[src/rtl/clock_div_ctrl_pkg.sv]
// Shared types and constants for the clock divider sequencing controller.
package clock_div_ctrl_pkg;

  typedef enum logic [2:0] {
    StIdle,
    StGate,
    StLoad,
    StSettle,
    StDone
  } cdc_state_e;

  localparam int unsigned CDC_RESET_N = 2;

  // Worst-case divider period is 2*(2^size - 1) plus a margin of two cycles.
  function automatic int unsigned settle_min(input int unsigned size);
    return 2 * ((32'd1 << size) - 1) + 2;
  endfunction

  function automatic int unsigned cnt_width(input int unsigned a, input int unsigned b);
    return $clog2(((a > b) ? a : b) + 1);
  endfunction

endpackage

[src/rtl/clock_div_ctrl_rr_arb2.sv]
// Two-way round-robin arbiter; the pointer moves past the winner on each advance.
module rr_arb2 (
  input  logic       clock,
  input  logic       resetb,
  input  logic [1:0] req,
  input  logic       advance,
  output logic [1:0] grant,
  output logic       grant_idx
);

  logic r_prefer;

  always_comb begin
    grant_idx = (req == 2'b11) ? r_prefer : req[1];
    grant     = (|req) ? (2'b01 << grant_idx) : 2'b00;
  end

  always_ff @(posedge clock) begin
    if (!resetb) begin
      r_prefer <= 1'b0;
    end else if (advance && (|req)) begin
      r_prefer <= ~grant_idx;
    end
  end

endmodule

[src/rtl/clock_div_ctrl.sv]
// Arbitrates divide-value requests and walks the divider through gate, load, settle, ungate.
module clock_div_ctrl
  import clock_div_ctrl_pkg::*;
#(
  parameter int unsigned SIZE      = 3,
  parameter int unsigned RESET_N   = CDC_RESET_N,
  parameter int unsigned GATE_WAIT = 2,
  parameter int unsigned SETTLE    = 16
) (
  input  logic              clock,
  input  logic              resetb,
  input  logic [1:0]        req,
  input  logic [2*SIZE-1:0] req_n,
  output logic [1:0]        ack,
  output logic [1:0]        err,
  output logic [SIZE-1:0]   div_n,
  output logic              gate_en,
  output logic              busy,
  output logic              owner
);

  // A too-short settle window is stretched to the worst-case divider period.
  localparam int unsigned SettleEff =
      (SETTLE < settle_min(SIZE)) ? settle_min(SIZE) : SETTLE;
  localparam int unsigned CntW = cnt_width(GATE_WAIT, SettleEff);

  cdc_state_e      r_state, w_state_d;
  logic [CntW-1:0] r_cnt, w_cnt_d;
  logic [SIZE-1:0] r_pend, w_pend_d;
  logic [SIZE-1:0] r_div, w_div_d;
  logic            r_gate, w_gate_d;
  logic            r_busy, w_busy_d;
  logic            r_owner, w_owner_d;
  logic [1:0]      r_ack, w_ack_d;
  logic [1:0]      r_err, w_err_d;

  logic            w_advance;
  logic [1:0]      w_grant;
  logic            w_grant_idx;
  logic [SIZE-1:0] w_sel_n;

  assign w_advance = (r_state == StIdle) && (|req);
  assign w_sel_n   = w_grant_idx ? req_n[2*SIZE-1:SIZE] : req_n[SIZE-1:0];

  rr_arb2 u_arb (
    .clock     (clock),
    .resetb    (resetb),
    .req       (req),
    .advance   (w_advance),
    .grant     (w_grant),
    .grant_idx (w_grant_idx)
  );

  always_comb begin
    w_state_d = r_state;
    w_cnt_d   = r_cnt;
    w_pend_d  = r_pend;
    w_div_d   = r_div;
    w_gate_d  = r_gate;
    w_busy_d  = r_busy;
    w_owner_d = r_owner;
    w_ack_d   = 2'b00;
    w_err_d   = 2'b00;
    unique case (r_state)
      StIdle: begin
        if (w_advance) begin
          w_owner_d = w_grant_idx;
          w_pend_d  = w_sel_n;
          // N=1 would pin the divider output low, so it is refused outright.
          if (w_sel_n == SIZE'(1)) begin
            w_err_d = w_grant;
          end else if (w_sel_n == r_div) begin
            w_ack_d = w_grant;
          end else begin
            w_state_d = StGate;
            w_gate_d  = 1'b0;
            w_busy_d  = 1'b1;
            w_cnt_d   = CntW'(GATE_WAIT - 1);
          end
        end
      end
      StGate: begin
        if (r_cnt == '0) begin
          w_state_d = StLoad;
        end else begin
          w_cnt_d = r_cnt - CntW'(1);
        end
      end
      StLoad: begin
        w_div_d   = r_pend;
        w_cnt_d   = CntW'(SettleEff - 1);
        w_state_d = StSettle;
      end
      StSettle: begin
        if (r_cnt == '0) begin
          w_state_d = StDone;
          w_gate_d  = 1'b1;
          w_ack_d   = 2'b01 << r_owner;
        end else begin
          w_cnt_d = r_cnt - CntW'(1);
        end
      end
      StDone: begin
        w_state_d = StIdle;
        w_busy_d  = 1'b0;
      end
      default: begin
        w_state_d = StIdle;
      end
    endcase
  end

  always_ff @(posedge clock) begin
    if (!resetb) begin
      r_state <= StIdle;
      r_cnt   <= '0;
      r_pend  <= SIZE'(RESET_N);
      r_div   <= SIZE'(RESET_N);
      r_gate  <= 1'b1;
      r_busy  <= 1'b0;
      r_owner <= 1'b0;
      r_ack   <= 2'b00;
      r_err   <= 2'b00;
    end else begin
      r_state <= w_state_d;
      r_cnt   <= w_cnt_d;
      r_pend  <= w_pend_d;
      r_div   <= w_div_d;
      r_gate  <= w_gate_d;
      r_busy  <= w_busy_d;
      r_owner <= w_owner_d;
      r_ack   <= w_ack_d;
      r_err   <= w_err_d;
    end
  end

  assign ack     = r_ack;
  assign err     = r_err;
  assign div_n   = r_div;
  assign gate_en = r_gate;
  assign busy    = r_busy;
  assign owner   = r_owner;

endmodule

[config.mk]
export PLATFORM = sky130hd
export DESIGN_NAME = clock_div_ctrl
export DESIGN_NICKNAME = d
export VERILOG_FILES = /design/src/rtl/clock_div_ctrl_pkg.sv /design/src/rtl/clock_div_ctrl_rr_arb2.sv /design/src/rtl/clock_div_ctrl.sv
export SDC_FILE = /design/constraint.sdc
export NUM_CORES = 1
export LEC_CHECK = 0
export ABC_CLOCK_PERIOD_IN_PS = 1800
export CORE_MARGIN = 2
export CORE_UTILIZATION = 50
export CTS_CLUSTER_DIAMETER = 40
export DETAILED_ROUTE_END_ITERATION = 16
export MAX_ROUTING_LAYER = met4
export PLACE_DENSITY = 0.85
export SYNTH_ARGS = -nofsm -noshare
export SYNTH_HDL_FRONTEND = slang
export SYNTH_SLANG_ARGS = --single-unit
[constraint.sdc]
create_clock -name clock -period 1.8 [get_ports clock]
set_clock_uncertainty 0.05 [all_clocks]
set_input_delay 0.27 -clock clock [delete_from_list [all_inputs] [get_ports clock]]
set_output_delay 0.27 -clock clock [all_outputs]
set_load 0.05 [all_outputs]
-- Word-level counts from Yosys, hierarchy flattened
Index checks and enable logic that the tools add are counted.
- register bits: 22
- latch bits: 0
- bits in writable memories: 0
- ROM bits: 0
- bits of input ports: 10
- output and inout port bits: 10
- logic and storage cells: 70
- memories: 0
- add/sub/neg operators: 1
- multiply operators: 0
- div/mod/pow operators: 0
- magnitude comparators: 0
- equality and inequality tests: 13
- shift-type cells: 2
- mux-type cells: 28
- bitwise operators: 1
- reduce and logical (&&, ||, !) cells: 15
- operator list (kind ; count):
    $mux 5 ; 4
    $mux 3 ; 6
    $pmux 5 s3 ; 1
    $reduce_and 5->1 ; 3
    $pmux 3 s4 ; 1
    $mux 2 ; 5
    $ne 2x2->1 const B ; 5
    $mux 1 ; 8
    $reduce_and 4->1 ; 2
    $eq 3x1->1 const B ; 2
    $eq 3x2->1 const B ; 2
    $logic_not 5->1 ; 1
    $sub 5x1->5 const B ; 1
    $pmux 1 s2 ; 2
    $pmux 2 s2 ; 1
    $reduce_bool 2->1 ; 2
    $reduce_or 2->1 ; 2
    $shl 1x1->2 const A ; 2
    $eq 3x3->1 ; 1
    $eq 3x3->1 const B ; 1
    $logic_not 3->1 ; 1
    $reduce_bool 3->1 ; 1
    $eq 2x2->1 const B ; 1
    $logic_and 1x1->1 ; 2
    other kinds (3) ; 3

-- Logic depth before layout (Yosys ltp)
- word-level depth: 8
- mapped depth: 8
- gate-level depth less buffers: 8

-- Modules after synthesis
A second synthesis with hierarchy kept.
- cell total of the unflattened synthesis: 128
- area, all modules: 1111.1 um^2
- by module, submodules not included (module ; instances ; cells an instance ; area each (um^2) ; sequential area each (um^2)):
    clock_div_ctrl ; 1 ; 120 ; 1042.2 ; 420.4
    rr_arb2 ; 1 ; 8 ; 68.8 ; 20.0

-- Worst setup path before layout
OpenSTA, ideal clock, no wires.
- kind: flip-flop to flip-flop
- start point: register r_div[1] (netlist: div_n[1])
- end point: register r_cnt[3]
- library setup time: 0.075 ns
- arrival: 1.740 ns
- required time: 1.675 ns
- setup slack: -0.065 ns
- stages on the path, launching flop included: 7
- buffers on the path: 0
- clock period less this slack: 1.865 ns
- cells stage by stage: dfxtp_1 -> xor2_1 -> a2111oi_4 -> a21oi_2 -> o211ai_2 -> o211ai_1 -> o21ai_0
- cells in the longest elaborated chain, start to end: 3
- RTL lines (what ; line ; source):
    start: declaration ; clock_div_ctrl.sv:30 ; logic [SIZE-1:0] r_div, w_div_d;
    start signal: assignment ; clock_div_ctrl.sv:118 ; r_div <= SIZE'(RESET_N);
    start signal: assignment ; clock_div_ctrl.sv:128 ; r_div <= w_div_d;
    $eq 3x3->1 ; clock_div_ctrl.sv:72 ; end else if (w_sel_n == r_div) begin
    $ne 2x2->1 (no source line) ; -- ;
    $reduce_and 5->1 (no source line) ; -- ;
    end signal: assignment ; clock_div_ctrl.sv:126 ; r_cnt <= w_cnt_d;
    end: declaration ; clock_div_ctrl.sv:28 ; logic [CntW-1:0] r_cnt, w_cnt_d;
Every way passes these cells.
A chain may end at the register's enable or synchronous reset.

-- Worst setup path after layout
- start point: register r_err[1] (netlist: err[1])
- end point: output err[1]
- RTL lines (what ; line ; source):
    start: declaration ; clock_div_ctrl.sv:35 ; logic [1:0] r_err, w_err_d;
    start signal: assignment ; clock_div_ctrl.sv:133 ; r_err <= w_err_d;
    end: declaration ; clock_div_ctrl.sv:15 ; output logic [1:0] err,
No word-level cell between the ends.

==> impl_metrics.json <==
{
  "status": "completed",
  "wl_met2_um": 1550,
  "async_flop_share_pct": 0,
  "holdPathStages": 1,
  "grt_max_degree": 12,
  "path_delay_family": "buffers and inverters",
  "r2r_end": "r_cnt[2]",
  "place.gp.congestion": 0.832,
  "root_buffer": "clkbuf_4",
  "grt_pass1_vias": 995,
  "drtPass1Iterations": 4,
  "io_pins": 20,
  "synth_warnings": 0,
  "hp-class": "register to register",
  "cts_tree": "yes",
  "antenna_found_initial": 0,
  "synth_flop_cell": "dfxtp_1",
  "wire_per_inst_um": 15.7,
  "synth-seq-cells": 22,
  "hold_start": "r_cnt[4]",
  "wl_met3_um": 99,
  "cts_buffers": 3,
  "cp_max_fo": 1,
  "final_cell_area_um2": 1500,
  "m1WireLength_um": 1140,
  "vias": 1069,
  "drc": 0,
  "antennaDiodeCount": 0,
  "fillers": 147,
  "max_clock_freq_mhz": 570,
  "worst_path_max_delay_cell": "clkdlybuf4s50_1",
  "drtIter0Drc": 13,
  "timing_max_transition_violations_final": 0,
  "drtAntennaViolNets": 0,
  "finish.net_count": 169,
  "rsz0062_at_grt": "yes",
  "clock_path_buffers": 2,
  "critPathArrivalTime_ps": 1430,
  "clkSinkCount": 22,
  "coreArea_um2": 2020,
  "grt.overflow.total": 0,
  "synth.distinct_cells": 46,
  "top_layer": "met4",
  "max_stage_delay_ps": 800,
  "grt_usage_pct": 23.0,
  "cp_data_required_time_ps": 1480,
  "fin_util_pct": 74.1,
  "wl_um": 2880,
  "min_period_ps": 1750,
  "start_util_pct": 54.3,
  "die_w_um": 50.8,
  "reg2reg_slack_ps": 100,
  "crit_path_start_kind": "register",
  "report.final.hold_viol_count": 0,
  "synth_cells": 120,
  "clk_pin_slew_worst_paths_ps": 110,
  "grt_pass1_wl_um": 4370,
  "place_area_um2": 1420,
  "num_rows": 16,
  "vdd.ir_drop.worst_uv": 955,
  "setup.worst_path.class": "register to primary output",
  "p_per_area_nw_per_um2": 1440,
  "fin_crit_sh_pct": 97.4,
  "crit_chain": "clkdlybuf4s50_1",
  "worst-path-buf-inv": 1,
  "numPortBuffers": 19,
  "post-place-cells": 180,
  "crit_path_end_kind": "primary output",
  "insertion_delay_ps": 310,
  "avgSynthCellArea_um2": 9.14,
  "power.leakage_nw": 0.648,
  "synth_fp_nets": 131,
  "htree_levels": 1,
  "drive_above_1_share_pct": 27.6,
  "worstMarginPinSlew_ps": 500,
  "die_y_um": 50.8,
  "p_total_mw": 2.16,
  "rr_worst_depth": 8,
  "worstReg2RegStart": "r_cnt[1]",
  "synth_area_um2": 1100,
  "postCtsHoldBufs": 0,
  "slew_headroom_pct": 66.6,
  "synth_edf_count": 0,
  "post-dp-hpwl_um": 2030,
  "via_per_inst": 5.84,
  "areaGrowthSynthToFinish_pct": 36.6,
  "yosysSeqAreaShare_pct": 40.1,
  "fin_cells": 183,
  "dieArea_um2": 2590,
  "setup_viol": 0,
  "holdPathEnd": "r_cnt[4]",
  "maxCapViolations": 0
}
per-stage QoR:
stage | setup TNS [ps] | setup WS (ps) | hold slack (ps)
floorplan | 0 | 130 | 375
global placement | -2130 | -247 | 405
detailed placement | -2820 | -310 | 419
CTS | 0 | 25.2 | 435
global route | -81.6 | -43.5 | 477
finish | 0 | 46.9 | 453
registers in the layout, summed over array words and instances, names as in the netlist:
register        cells
r_pend              3
u_arb.r_prefer      1
err                 2
r_state             3
ack                 2
busy                1
gate_en             1
r_cnt               5
div_n               3
owner               1
power breakdown:
| group | total (mW) | switching (mW) | leakage [nW] | internal (mW) |
|---|---|---|---|---|
| Clock | 0.224 | 0.146 | 0.0138 | 0.0783 |
| Combinational | 1.16 | 0.660 | 0.453 | 0.499 |
| Sequential | 0.775 | 0.151 | 0.181 | 0.624 |
routing by layer:
layer	vias up	global-route usage, %
li1	506	-
met1	531	25.9
met2	23	41.0
met3	9	2.63
met4	0	10.4
met5	-	-
synthesized netlist by cell type, types with 2 or more instances:
cell type / number / area share, %
dfxtp_1: 22 / 40
nor2_1: 22 / 7.5
nand2_1: 11 / 3.8
xor2_1: 6 / 4.8
a21oi_1: 5 / 2.3
inv_1: 5 / 1.7
mux2i_1: 3 / 2.7
o21ai_0: 3 / 1.4
a311oi_1: 2 / 1.6
and3_1: 2 / 1.1
nand2b_1: 2 / 1.1
nand3_1: 2 / 0.91
nor3_1: 2 / 0.91
what timing repair did:
| action | CTS | global route |
|---|---|---|
| resized for setup | 1 | 9 |
| setup buffers | 0 | 0 |
| endpoints found under the hold margin | 0 | 0 |
| endpoints found under the setup margin | 2 | 8 |
how the worst max path moves through the flow:
stage                   from  cells past startpoint        to
floorplan           div_n[1]                      6  r_cnt[2]
finish                err[1]                      1    err[1]
global route        r_cnt[0]                      7    ack[1]
detailed placement    req[0]                      7  r_cnt[2]
CTS                   ack[1]                      1    ack[1]
global placement      req[0]                      7  r_cnt[2]
logic make-up (layout without fill, tap and decap cells):
kind of cell    Yosys count  after routing  synth area share, %
flops                    22             22                 40.1
fa+ha+maj                 1              1                 1.14
mux                       3              3                 2.74
buf+inv                   9             45                 4.10
simple gates             51             51                 24.5
compound gates           27             27                 21.8
xor+xnor                  7              7                 5.59
area by class of cell:
| cell class | instances | area (µm²) | share of cell area, % |
|---|---|---|---|
| sequential | 22 | 444 | 29.6 |
| inverter | 6 | 22.5 | 1.50 |
| tap | 27 | 33.8 | 2.25 |
| timing repair buffer | 36 | 310 | 20.7 |
| clock buffer | 3 | 22.5 | 1.50 |
| multi-input combinational | 89 | 666 | 44.4 |
placed cells by master, fill, tap and decap left out, types with 2 or more instances in the layout:
cell,instances
buf_4,23
nor2_1,21
dfxtp_1,19
nand2_1,11
clkdlybuf4s50_1,10
inv_1,5
xor2_1,5
a21oi_1,5
mux2i_1,3
o21ai_0,3
clkbuf_4,3
dfxtp_2,3
dlymetal6s2s_1,3
nor3_1,2
a2111oi_4,2
nand2b_1,2
a311oi_1,2
nand3_1,2
and3_1,2
Note: power is estimated with default switching activity, not from simulation.
